==> config.mk <==
export PLATFORM = sky130hd
export DESIGN_NAME = blowfish128_round_ctrl
export DESIGN_NICKNAME = d
export VERILOG_FILES = /design/src/rtl/blowfish128_round_ctrl.sv
export SDC_FILE = /design/constraint.sdc
export NUM_CORES = 1
export LEC_CHECK = 0
export ABC_AREA = 1
export BUFFER_PORTS_ARGS = -buffer_cell sky130_fd_sc_hd__buf_2
export CAP_MARGIN = 20
export CORE_AREA = 2 2 181 183
export DETAILED_ROUTE_END_ITERATION = 12
export DIE_AREA = 0 0 183 185
export GPL_ROUTABILITY_DRIVEN = 0
export PLACE_DENSITY = 0.61
export SETUP_SLACK_MARGIN = 0.4
export SLEW_MARGIN = 0
export SYNTH_ARGS = -nofsm -noshare
export SYNTH_HDL_FRONTEND = slang
export SYNTH_SLANG_ARGS = --single-unit
==> constraint.sdc <==
create_clock -name Clk -period 2.25 [get_ports Clk]
set_input_delay 0.225 -clock Clk [delete_from_list [all_inputs] [get_ports Clk]]
set_output_delay 0.225 -clock Clk [all_outputs]
set_load 0.03 [all_outputs]
==> src/rtl/blowfish128_round_ctrl.sv <==
// Purpose : Round sequencer for a 128-bit Blowfish-style Feistel cipher. It walks the
//           P-array and hands each half-block to an external F-function.
// Latency : ROUNDS*(N+2)+2 cycles from the accept edge to out_valid, where the
//           F-function answers on its Nth enabled cycle.
// Backpressure: accepts one block only in IDLE. The result is held in DONE until
//           out_ready, and the controller returns to IDLE on that edge.
//
// Ports:
//   Clk, Rst (synchronous, active-high)
//   in_valid/in_ready/in_data[127:0]/decrypt  : block input {L,R} and mode
//   out_valid/out_ready/out_data[127:0]       : result {L,R}
//   p_addr[PAW-1:0] -> p_data[63:0]           : combinational P-array read
//   f_enable, f_x[63:0] -> f_y[63:0], f_valid : F-function handshake
//
// Build option: define BLOWFISH128_DECRYPT_EN to compile in decrypt support.
// Without it, the decrypt port is ignored and every block is encrypted.
module blowfish128_round_ctrl #(
  parameter int ROUNDS = 16,
  parameter int PAW    = 5
) (
  input  logic           Clk,
  input  logic           Rst,
  input  logic           in_valid,
  output logic           in_ready,
  input  logic [127:0]   in_data,
  input  logic           decrypt,
  output logic           out_valid,
  input  logic           out_ready,
  output logic [127:0]   out_data,
  output logic [PAW-1:0] p_addr,
  input  logic [63:0]    p_data,
  output logic           f_enable,
  output logic [63:0]    f_x,
  input  logic [63:0]    f_y,
  input  logic           f_valid
);

  localparam int RW = $clog2(ROUNDS + 1);

  typedef enum logic [2:0] {
    IDLE,
    ROUND_P,
    F_RUN,
    F_GAP,
    FINAL_A,
    FINAL_B,
    DONE
  } state_t;

  state_t        r_state, w_state_nxt;
  logic [63:0]   r_l, r_r, w_l_nxt, w_r_nxt;
  logic [RW-1:0] r_rnd, w_rnd_nxt;
  logic          w_dec;
  logic [PAW-1:0] w_addr_round;

`ifdef BLOWFISH128_DECRYPT_EN
  logic r_mode, w_mode_nxt;
  assign w_dec = r_mode;
`else
  logic w_unused_decrypt;
  assign w_unused_decrypt = decrypt;
  assign w_dec            = 1'b0;
`endif

  // Decrypt walks the P-array in reverse: ROUNDS+1 down to 2 in the rounds.
  assign w_addr_round = w_dec ? (PAW'(ROUNDS + 1) - PAW'(r_rnd)) : PAW'(r_rnd);

  always_ff @(posedge Clk) begin
    if (Rst) begin
      r_state <= IDLE;
      r_l     <= '0;
      r_r     <= '0;
      r_rnd   <= '0;
`ifdef BLOWFISH128_DECRYPT_EN
      r_mode  <= 1'b0;
`endif
    end else begin
      r_state <= w_state_nxt;
      r_l     <= w_l_nxt;
      r_r     <= w_r_nxt;
      r_rnd   <= w_rnd_nxt;
`ifdef BLOWFISH128_DECRYPT_EN
      r_mode  <= w_mode_nxt;
`endif
    end
  end

  always_comb begin
    w_state_nxt = r_state;
    w_l_nxt     = r_l;
    w_r_nxt     = r_r;
    w_rnd_nxt   = r_rnd;
`ifdef BLOWFISH128_DECRYPT_EN
    w_mode_nxt  = r_mode;
`endif
    in_ready    = 1'b0;
    out_valid   = 1'b0;
    p_addr      = '0;
    f_enable    = 1'b0;
    f_x         = '0;
    out_data    = {r_l, r_r};

    case (r_state)
      IDLE: begin
        in_ready = 1'b1;
        if (in_valid) begin
          w_l_nxt     = in_data[127:64];
          w_r_nxt     = in_data[63:0];
          w_rnd_nxt   = '0;
`ifdef BLOWFISH128_DECRYPT_EN
          w_mode_nxt  = decrypt;
`endif
          w_state_nxt = ROUND_P;
        end
      end
      ROUND_P: begin
        p_addr      = w_addr_round;
        w_l_nxt     = r_l ^ p_data;
        w_state_nxt = F_RUN;
      end
      F_RUN: begin
        f_enable = 1'b1;
        f_x      = r_l;
        if (f_valid) begin
          // Apply F and swap halves in one step.
          w_l_nxt     = r_r ^ f_y;
          w_r_nxt     = r_l;
          w_rnd_nxt   = r_rnd + RW'(1);
          w_state_nxt = F_GAP;
        end
      end
      F_GAP: begin
        // One idle cycle with f_enable low lets the F-function clear itself.
        w_state_nxt = (r_rnd == RW'(ROUNDS)) ? FINAL_A : ROUND_P;
      end
      FINAL_A: begin
        // Undo the last swap and whiten R.
        p_addr      = w_dec ? PAW'(1) : PAW'(ROUNDS);
        w_l_nxt     = r_r;
        w_r_nxt     = r_l ^ p_data;
        w_state_nxt = FINAL_B;
      end
      FINAL_B: begin
        p_addr      = w_dec ? PAW'(0) : PAW'(ROUNDS + 1);
        w_l_nxt     = r_l ^ p_data;
        w_state_nxt = DONE;
      end
      DONE: begin
        out_valid = 1'b1;
        if (out_ready) w_state_nxt = IDLE;
      end
      default: w_state_nxt = IDLE;
    endcase

    // While reset is asserted, all outputs are forced quiet, whatever state is still registered.
    if (Rst) begin
      in_ready  = 1'b0;
      out_valid = 1'b0;
      p_addr    = '0;
      f_enable  = 1'b0;
      f_x       = '0;
      out_data  = '0;
    end
  end

endmodule

==> results.py, run 1 <==
metrics = {
    "status": {
        "status": "finished clean",
    },
    "timing": {
        "finalSetupViolCount": 0,
        "hold_ws_ps": 145,
        "max_slew_margin": 0.578,
        "grt_setup_unrepaired": "true",
        "min_period_over_period": 0.862,
        "finalMaxSlewViolations": 0,
        "hold_viol": 0,
        "max_freq_mhz": 516,
        "worst_pin_slew_ps": 633,
        "setup_tns_ps": 0,
        "min_period_ps": 1940,
        "finClkSkew_ps": 17.3,
    },
    "clock_tree": {
        "cts_max_path_buffers": 2,
        "path_clk_slew_ps": 70,
        "numCtsBuffers": 17,
        "cts.sinks": 136,
        "cts-root-buf": "clkbuf_16",
        "clock_latency_ps": 420,
        "hold_buffers": 0,
        "cts_tree": "built",
        "cts-htree-levels": 4,
    },
    "cells_and_area": {
        "synthToLayoutAreaGrowth_pct": 38.1,
        "register_area_um2": 2730,
        "final_cells": 3188,
        "nets": 3016,
        "multi_input_area_um2": 7660,
        "fillerInstances": 3469,
        "layout-drive-gt1-share": 0.234,
    },
    "global_routing": {
        "first_global_vias": 14500,
        "grt-ovfl-total": 0,
        "grt_pass1_wl_um": 75400,
        "gr-usage-all-layers": 0.283,
        "antenna_found_initial": 16,
        "grt_start_max_net_pins": 71,
    },
    "detailed_routing": {
        "first_iter_violations": 1053,
        "drt_pass1_iterations": 6,
        "route.detailed.drc": 0,
        "wl_um": 51600,
        "wire_per_inst_um": 16.2,
        "vias_per_cell": 4.91,
        "final_antenna_net_count": 0,
        "vias": 15700,
    },
    "placement": {
        "dpl.hpwl_um": 31500,
        "io_buffers": 460,
        "dp.cells": 3108,
    },
    "critical_path": {
        "critPathKind": "reg -> out",
        "cp-end-kind": "output port",
        "slowest_stage": "dfxtp_4",
        "worstPathCellList": "nor2_4 > nand2_4 > clkinv_8 > buf_12 > clkbuf_16 > nand2_2 > nor2_1 > buf_4",
        "cp-startpoint": "r_state[2]",
        "startpoint_type": "flop",
        "cp_max_fo": 7,
        "cp_slowest_stage_delay_ps": 360,
        "r2r-start": "r_state[0]",
        "required_ps": 2030,
        "r2r_cells": 8,
        "critPathArrivalTime_ps": 1710,
    },
    "yosys": {
        "yosysMostFrequentCell": "nand2_1",
        "yosys.cell_types.count": 27,
        "syn-cell-area_um2": 11700,
        "synth.top_cell.area_share": 0.273,
        "syn-mean-instance-area_um2": 5.01,
        "synth-seq-cells": 136,
        "ys_top_cells_by_count": "854 x nand2_1, 593 x nor2_1, 326 x nand3_1",
        "synth-edff-count": 0,
        "synth_area_leaders": "nand2_1 27%, dfxtp_1 23%, nor2_1 19%, nand3_1 14%, inv_1 8.5%",
        "async_flop_share": 0,
        "seq_area_frac_synth": 0.232,
        "synth_ff_type": "dfxtp_1",
        "yosys.area.top_type": "nand2_1",
        "synth_cells": 2346,
        "yosys_warnings": 0,
        "syn_nets": 2610,
    },
    "floorplan": {
        "start_util": 0.367,
        "core-area_um2": 32000,
        "placementRows": 66,
        "die_h_um": 185,
        "die_w_um": 183,
        "pin_count": 462,
        "dieArea_um2": 33900,
    },
    "min_path": {
        "hold_path_class": "in -> reg",
        "worstHoldPathCells": 5,
        "hp-start": "in_data[26]",
    },
    "job": {
        "cap_violations": 0,
    },
    "power": {
        "ir_drop_uv": 466,
        "power_per_cell_area_nw_per_um2": 794,
        "cellLeakagePower_uw": 0.00951,
    },
}
## registers in the layout, summed over array words and instances (netlist names)
signal / count
r_state: 3
r_r: 64
r_rnd: 5
r_l: 64
## final cells by class
cell class                 count  area share
multi-input combinational   1803       0.472
antenna                       15     0.00231
tap                          408      0.0315
timing repair buffer         523       0.226
clock inverter                12     0.00887
clock buffer                  20      0.0275
inverter                     271      0.0636
sequential                   136       0.168
## placed cells by master, fill, tap and decap left out, drive strengths merged
cell,netlist,routed
bufinv,0,2
nor2,595,595
nand4,2,2
inv,271,273
nor3b,1,1
diode,0,15
buf,98,515
xnor2,1,1
ha,2,2
clkinvlp,0,3
o21ai,7,7
nand3b,1,1
o22ai,1,1
nand3,328,328
a211oi,1,1
clkbuf,38,25
clkinv,0,5
a21oi,7,7
dfxtp,136,136
nor3,1,1
bufbuf,0,3
nand2,856,856
## stage by stage
stage                      util  power, uW  setup slack, ps  instance area [um^2]
after floorplan               -       7580              478                 11800
after global placement    0.447       9100              443                 14300
after detailed placement  0.447       9190              430                 14300
after CTS                 0.487      12600              256                 15600
after global routing      0.506      13800              237                 16200
final                     0.506      12900              310                 16200
## where the power goes
part           switching, uW  total (uW)  internal (uW)
registers                510        3470           2960
clock network           1250        2930           1680
logic                   4210        6480           2270
total                   5970       12900           6910
## cell families (layout without fill, tap and decap cells)
kind of cell | Yosys count | after routing | share of synthesized area
flip-flops | 136 | 136 | 0.232
AO/OA/AOI/OAI | 16 | 16 | 0.00746
adder cells (fa/ha/maj) | 2 | 2 | 0.00213
buffers and inverters | 407 | 826 | 0.149
AND/OR/NAND/NOR | 1784 | 1784 | 0.608
other | 0 | 15 | 0
XOR/XNOR | 1 | 1 | 0.000746
## final timing paths
check / to / slack, ps
setup / recovery: f_x[26] / 310
hold / removal: r_r[26] / 140
setup reg to reg: r_r[40] / 410
hold reg to reg: r_rnd[4] / 550
## layer usage
| layer | part of all wire | up-vias | global-route usage |
|---|---|---|---|
| met1 | 0.41 | 7010 | 0.344 |
| met2 | 0.47 | 664 | 0.488 |
| met4 | 0.035 | 6 | 0.126 |
| li1 | - | 7863 | - |
| met3 | 0.080 | 115 | 0.0533 |
| met5 | 0.00066 | - | 0 |
## worst max-delay path: cells and delay by family (launching register included)
family | cells | cell delay [ps]
buffers and inverters | 4 | 580
DFF | 1 | 360
and+or+nand+nor | 4 | 380
## repair_timing
action | in CTS | in global routing
pin swaps | 5 | 32
setup buffers | 13 | 8
endpoints found under the setup margin | 70 | 134
resized for setup | 121 | 116
gates cloned | 7 | 5
Note: power is estimated with default switching activity, not from simulation.
==> inputs of run 2 (changes only) <==
Settings changed: CORE_AREA 2 2 181 183 to 2 2 180 182, DIE_AREA 0 0 183 185 to 0 0 182 184, PLACE_DENSITY 0.61 to 0.62.
==> run 2 against run 1 <==
Clock-buffer cell count did not move. Worst hold slack got worse by 9.5 ps. Power rose by 2.5%. Setup slack got worse by 26 ps. Sequential power barely moved. Maximum frequency fell by 1.3%. Wire length rose by 3.7%.
==> results.py, run 2 (same netlist as run 1, synthesis figures left out) <==
metrics = {
    "timing": {
        "finalMaxSlewViolations": 0,
        "finClkSkew_ps": 18.2,
        "grt_setup_unrepaired": "true",
        "min_period_over_period": 0.874,
        "worst_pin_slew_ps": 626,
        "hold_viol": 0,
        "max_slew_margin": 0.582,
        "setup_tns_ps": 0,
        "worst_slack_ps": 284,
        "min_period_ps": 1970,
        "max_freq_mhz": 509,
        "finalSetupViolCount": 0,
    },
    "global_routing": {
        "grt_start_max_net_pins": 66,
        "antenna_found_initial": 10,
        "first_global_vias": 14800,
        "gr-usage-all-layers": 0.295,
        "grt_pass1_wl_um": 78400,
        "grt-ovfl-total": 0,
    },
    "detailed_routing": {
        "route.detailed.drc": 0,
        "wl_um": 53500,
        "drt_pass1_iterations": 5,
        "wire_per_inst_um": 16.6,
        "vias_per_cell": 5.01,
        "first_iter_violations": 1294,
        "vias": 16100,
        "final_antenna_net_count": 0,
    },
    "placement": {
        "io_buffers": 460,
        "dpl.hpwl_um": 32600,
        "dp_slack_ps": 323,
        "dp.cells": 3115,
    },
    "floorplan": {
        "placementRows": 65,
        "die_w_um": 182,
        "start_util": 0.374,
        "core-area_um2": 31400,
        "dieArea_um2": 33500,
        "die_h_um": 184,
        "pin_count": 462,
    },
    "status": {
        "status": "finished clean",
    },
    "clock_tree": {
        "cts_tree": "built",
        "numCtsBuffers": 17,
        "clock_latency_ps": 430,
        "cts-root-buf": "clkbuf_16",
        "cts_max_path_buffers": 2,
        "cts-htree-levels": 4,
        "path_clk_slew_ps": 70,
        "cts.sinks": 136,
        "hold_buffers": 0,
    },
    "cells_and_area": {
        "register_area_um2": 2730,
        "fillerInstances": 3273,
        "final_util": 0.533,
        "layout_commonest_cell": "nand2_1",
        "final_cell_mix": "822 x nand2_1, 550 x nor2_1, 390 x buf_2",
        "reg_top3": "r_l: 64 flops, r_r: 64 flops, r_rnd: 5 flops",
        "multi_input_area_um2": 7780,
        "synthToLayoutAreaGrowth_pct": 42.6,
        "nets": 3058,
        "layout-drive-gt1-share": 0.245,
        "final_cells": 3218,
    },
    "critical_path": {
        "startpoint_type": "flop",
        "cp_slowest_stage_delay_ps": 350,
        "r2r_slack_ps": 470,
        "required_ps": 2030,
        "critPathBufInv": 4,
        "worstPathCellList": "nor2_4 > nand2_8 > inv_12 > buf_16 > buf_8 > nand2_4 > nor2_1 > buf_4",
        "critPathArrivalTime_ps": 1740,
        "cp-end-kind": "output port",
        "critPathKind": "reg -> out",
        "slowest_stage": "dfxtp_4",
        "cp_max_fo": 7,
        "cp_top_family": "buffers and inverters",
    },
    "job": {
        "cap_violations": 0,
    },
    "power": {
        "cellLeakagePower_uw": 0.00986,
        "p_total_uw": 13200,
        "power_per_cell_area_nw_per_um2": 789,
        "ir_drop_uv": 431,
    },
    "min_path": {
        "hold_path_class": "in -> reg",
    },
}
## run 2: stage by stage
stage	instance area (um^2)	hold slack (ps)
floorplan	11800	461
global placement	14400	523
detailed placement	14400	532
CTS	16000	123
global route	16700	144
finish	16700	135
## run 2: timing repair
action,4_1_cts,5_1_grt
cloned,9,7
gates resized for setup,179,105
buffers inserted,24,22
pin swaps,16,27
endpoints found under the setup margin,72,191
## run 2: path summary, 6_finish.rpt
check | start | to | cells past startpoint
min | in_data[60] | r_r[60] | 5
max reg2reg | r_state[2] | r_r[54] | 10
min reg2reg | r_rnd[4] | r_rnd[4] | 2
max | r_state[2] | f_x[37] | 8
## run 2: metal layers
layer / share of wire / wire [um] / GRT usage
met1: 0.40 / 21400 / 0.363
met2: 0.48 / 25600 / 0.510
met3: 0.084 / 4500 / 0.0551
met4: 0.037 / 2000 / 0.115
met5: 0.00050 / 27 / 0
## run 2: layout make-up
class | instances | share of cell area
clock inverter | 12 | 0.00725
multi-input combinational | 1804 | 0.464
tap | 402 | 0.0300
antenna | 9 | 0.00134
clock buffer | 20 | 0.0267
sequential | 136 | 0.163
timing repair inverter | 1 | 0.000971
inverter | 271 | 0.0628
timing repair buffer | 563 | 0.243
## run 2: worst reg2reg max path, cell delays in order, from the launching register on
cell and delay (ps):
dfxtp_4 350, nor2_4 170, buf_4 160, nand3b_1 150, buf_4 190, nand3_4 140, buf_4 180, clkbuf_16 200
nand2_1 60, nand2_1 50, nor2_1 40
## run 2: power breakdown
group | internal [uW] | switching, uW | leakage (uW) | total, uW
clock | 1570 | 1270 | 0.000263 | 2840
sequential | 2960 | 530 | 0.00113 | 3490
combinational | 2480 | 4400 | 0.00847 | 6880
total | 7000 | 6200 | 0.00986 | 13200
==> inputs of run 3 (changes only) <==
Settings changed: REMOVE_ABC_BUFFERS from default to 1.
==> run 3 against run 2 <==
Maximum frequency is 3.1% lower. Largest power group unchanged. Critical path type unchanged. Sequential power hardly changed. Core utilization is 0.41 points higher. Largest cell class unchanged.
==> results.py, run 3 (same netlist as run 1, synthesis figures left out) <==
metrics = {
    "floorplan": {
        "placementRows": 65,
        "pin_count": 462,
        "die_h_um": 184,
        "die_w_um": 182,
        "core-area_um2": 31400,
        "start_util": 0.374,
        "dieArea_um2": 33500,
    },
    "timing": {
        "hold_ws_ps": 117,
        "max_freq_mhz": 493,
        "finalMaxSlewViolations": 0,
        "hold_viol": 0,
        "max_slew_margin": 0.643,
        "min_period_over_period": 0.902,
        "worst_pin_slew_ps": 535,
        "min_period_ps": 2030,
        "grt_setup_unrepaired": "true",
        "finalSetupViolCount": 0,
        "worst_slack_ps": 221,
        "finClkSkew_ps": 15.2,
    },
    "cells_and_area": {
        "synthToLayoutAreaGrowth_pct": 43.7,
        "layout_commonest_cell": "nand2_1",
        "final_cell_mix": "808 x nand2_1, 548 x nor2_1, 387 x buf_2",
        "layout-drive-gt1-share": 0.252,
        "reg_top3": "r_l: 64 flops, r_r: 64 flops, r_rnd: 5 flops",
        "final_cell_area_um2": 16900,
        "final_cells": 3223,
        "nets": 3058,
    },
    "critical_path": {
        "critPathArrivalTime_ps": 1800,
        "critPathKind": "reg -> out",
        "required_ps": 2030,
        "cp_max_fo": 7,
        "startpoint_type": "flop",
        "cp-end-kind": "output port",
    },
    "global_routing": {
        "grt_start_max_net_pins": 80,
        "first_global_vias": 14700,
        "antenna_found_initial": 18,
        "grt-ovfl-total": 0,
        "gr-usage-all-layers": 0.290,
        "grt_pass1_wl_um": 77000,
    },
    "min_path": {
        "hold_path_class": "in -> reg",
    },
    "detailed_routing": {
        "wire_per_inst_um": 16.2,
        "drt_pass1_iterations": 8,
        "vias": 16300,
        "wl_um": 52300,
        "final_antenna_net_count": 0,
        "vias_per_cell": 5.05,
        "route.detailed.drc": 0,
        "first_iter_violations": 1337,
    },
    "power": {
        "cellLeakagePower_uw": 0.00994,
        "ir_drop_uv": 492,
        "p_total_uw": 13500,
        "power_per_cell_area_nw_per_um2": 800,
    },
    "placement": {
        "place_area_um2": 14300,
        "io_buffers": 460,
        "dp_slack_ps": 292,
        "dp.cells": 3109,
        "dpl.hpwl_um": 32300,
    },
    "clock_tree": {
        "clock_latency_ps": 450,
        "cts-root-buf": "clkbuf_16",
        "cts.sinks": 136,
        "hold_buffers": 0,
        "cts_tree": "built",
        "cts-htree-levels": 4,
        "cts_max_path_buffers": 2,
        "path_clk_slew_ps": 70,
        "numCtsBuffers": 17,
    },
    "status": {
        "status": "finished clean",
    },
    "job": {
        "cap_violations": 0,
    },
}
run 3: layout make-up:
class	count	area (um^2)
Timing Repair Buffer	563	4010
Clock inverter	11	169
Antenna cell	14	35.0
Timing Repair inverter	1	16.3
Sequential cell	136	2730
Multi-Input combinational cell	1804	7890
Inverter	271	1040
Tap cell	402	503
Fill cell	3309	14500
Clock buffer	21	480
run 3: metrics by stage:
| stage | TNS, ps | utilization |
|---|---|---|
| after floorplan | -435370 | - |
| after global placement | 0 | 0.457 |
| after CTS | 0 | 0.515 |
| after detailed placement | 0 | 0.457 |
| after global routing | 0 | 0.537 |
| final | 0 | 0.538 |
run 3: path summary, 6_finish.rpt:
check | from | cells past startpoint | to | slack (ps)
worst max-delay path | r_state[2] | 8 | f_x[20] | 220
worst min register to register | r_rnd[4] | 2 | r_rnd[4] | 560
worst max register to register | r_state[1] | 9 | r_r[35] | 460
worst min-delay path | in_data[117] | 5 | r_l[53] | 120
run 3: per-layer routing:
layer / GRT usage / part of all wire / vias to the layer above
li1: - / - / 7954
met1: 0.357 / 0.41 / 7318
met2: 0.487 / 0.46 / 818
met3: 0.0632 / 0.092 / 161
met4: 0.125 / 0.043 / 10
met5: 0 / 0.0012 / -
run 3: repair_timing:
item,CTS,global route
pin swaps,25,35
endpoints found under the hold margin,0,0
resized for setup,223,108
setup buffers,30,26
endpoints found under the setup margin,72,151
cloned,8,4
run 3: report_power, final:
group	switching, uW	total, uW	internal [uW]
Clock	1230	3200	1970
Sequential	547	3510	2960
Combinational	4370	6790	2430
Total	6140	13500	7360
run 3: worst max-delay path, cell delays in order (launching register included):
cell	delay (ps)
dfxtp_2	340
nor2_4	170
nand2_8	110
inv_12	120
buf_6	120
buf_16	150
nand2_2	80
nor2_2	110
buf_6	150
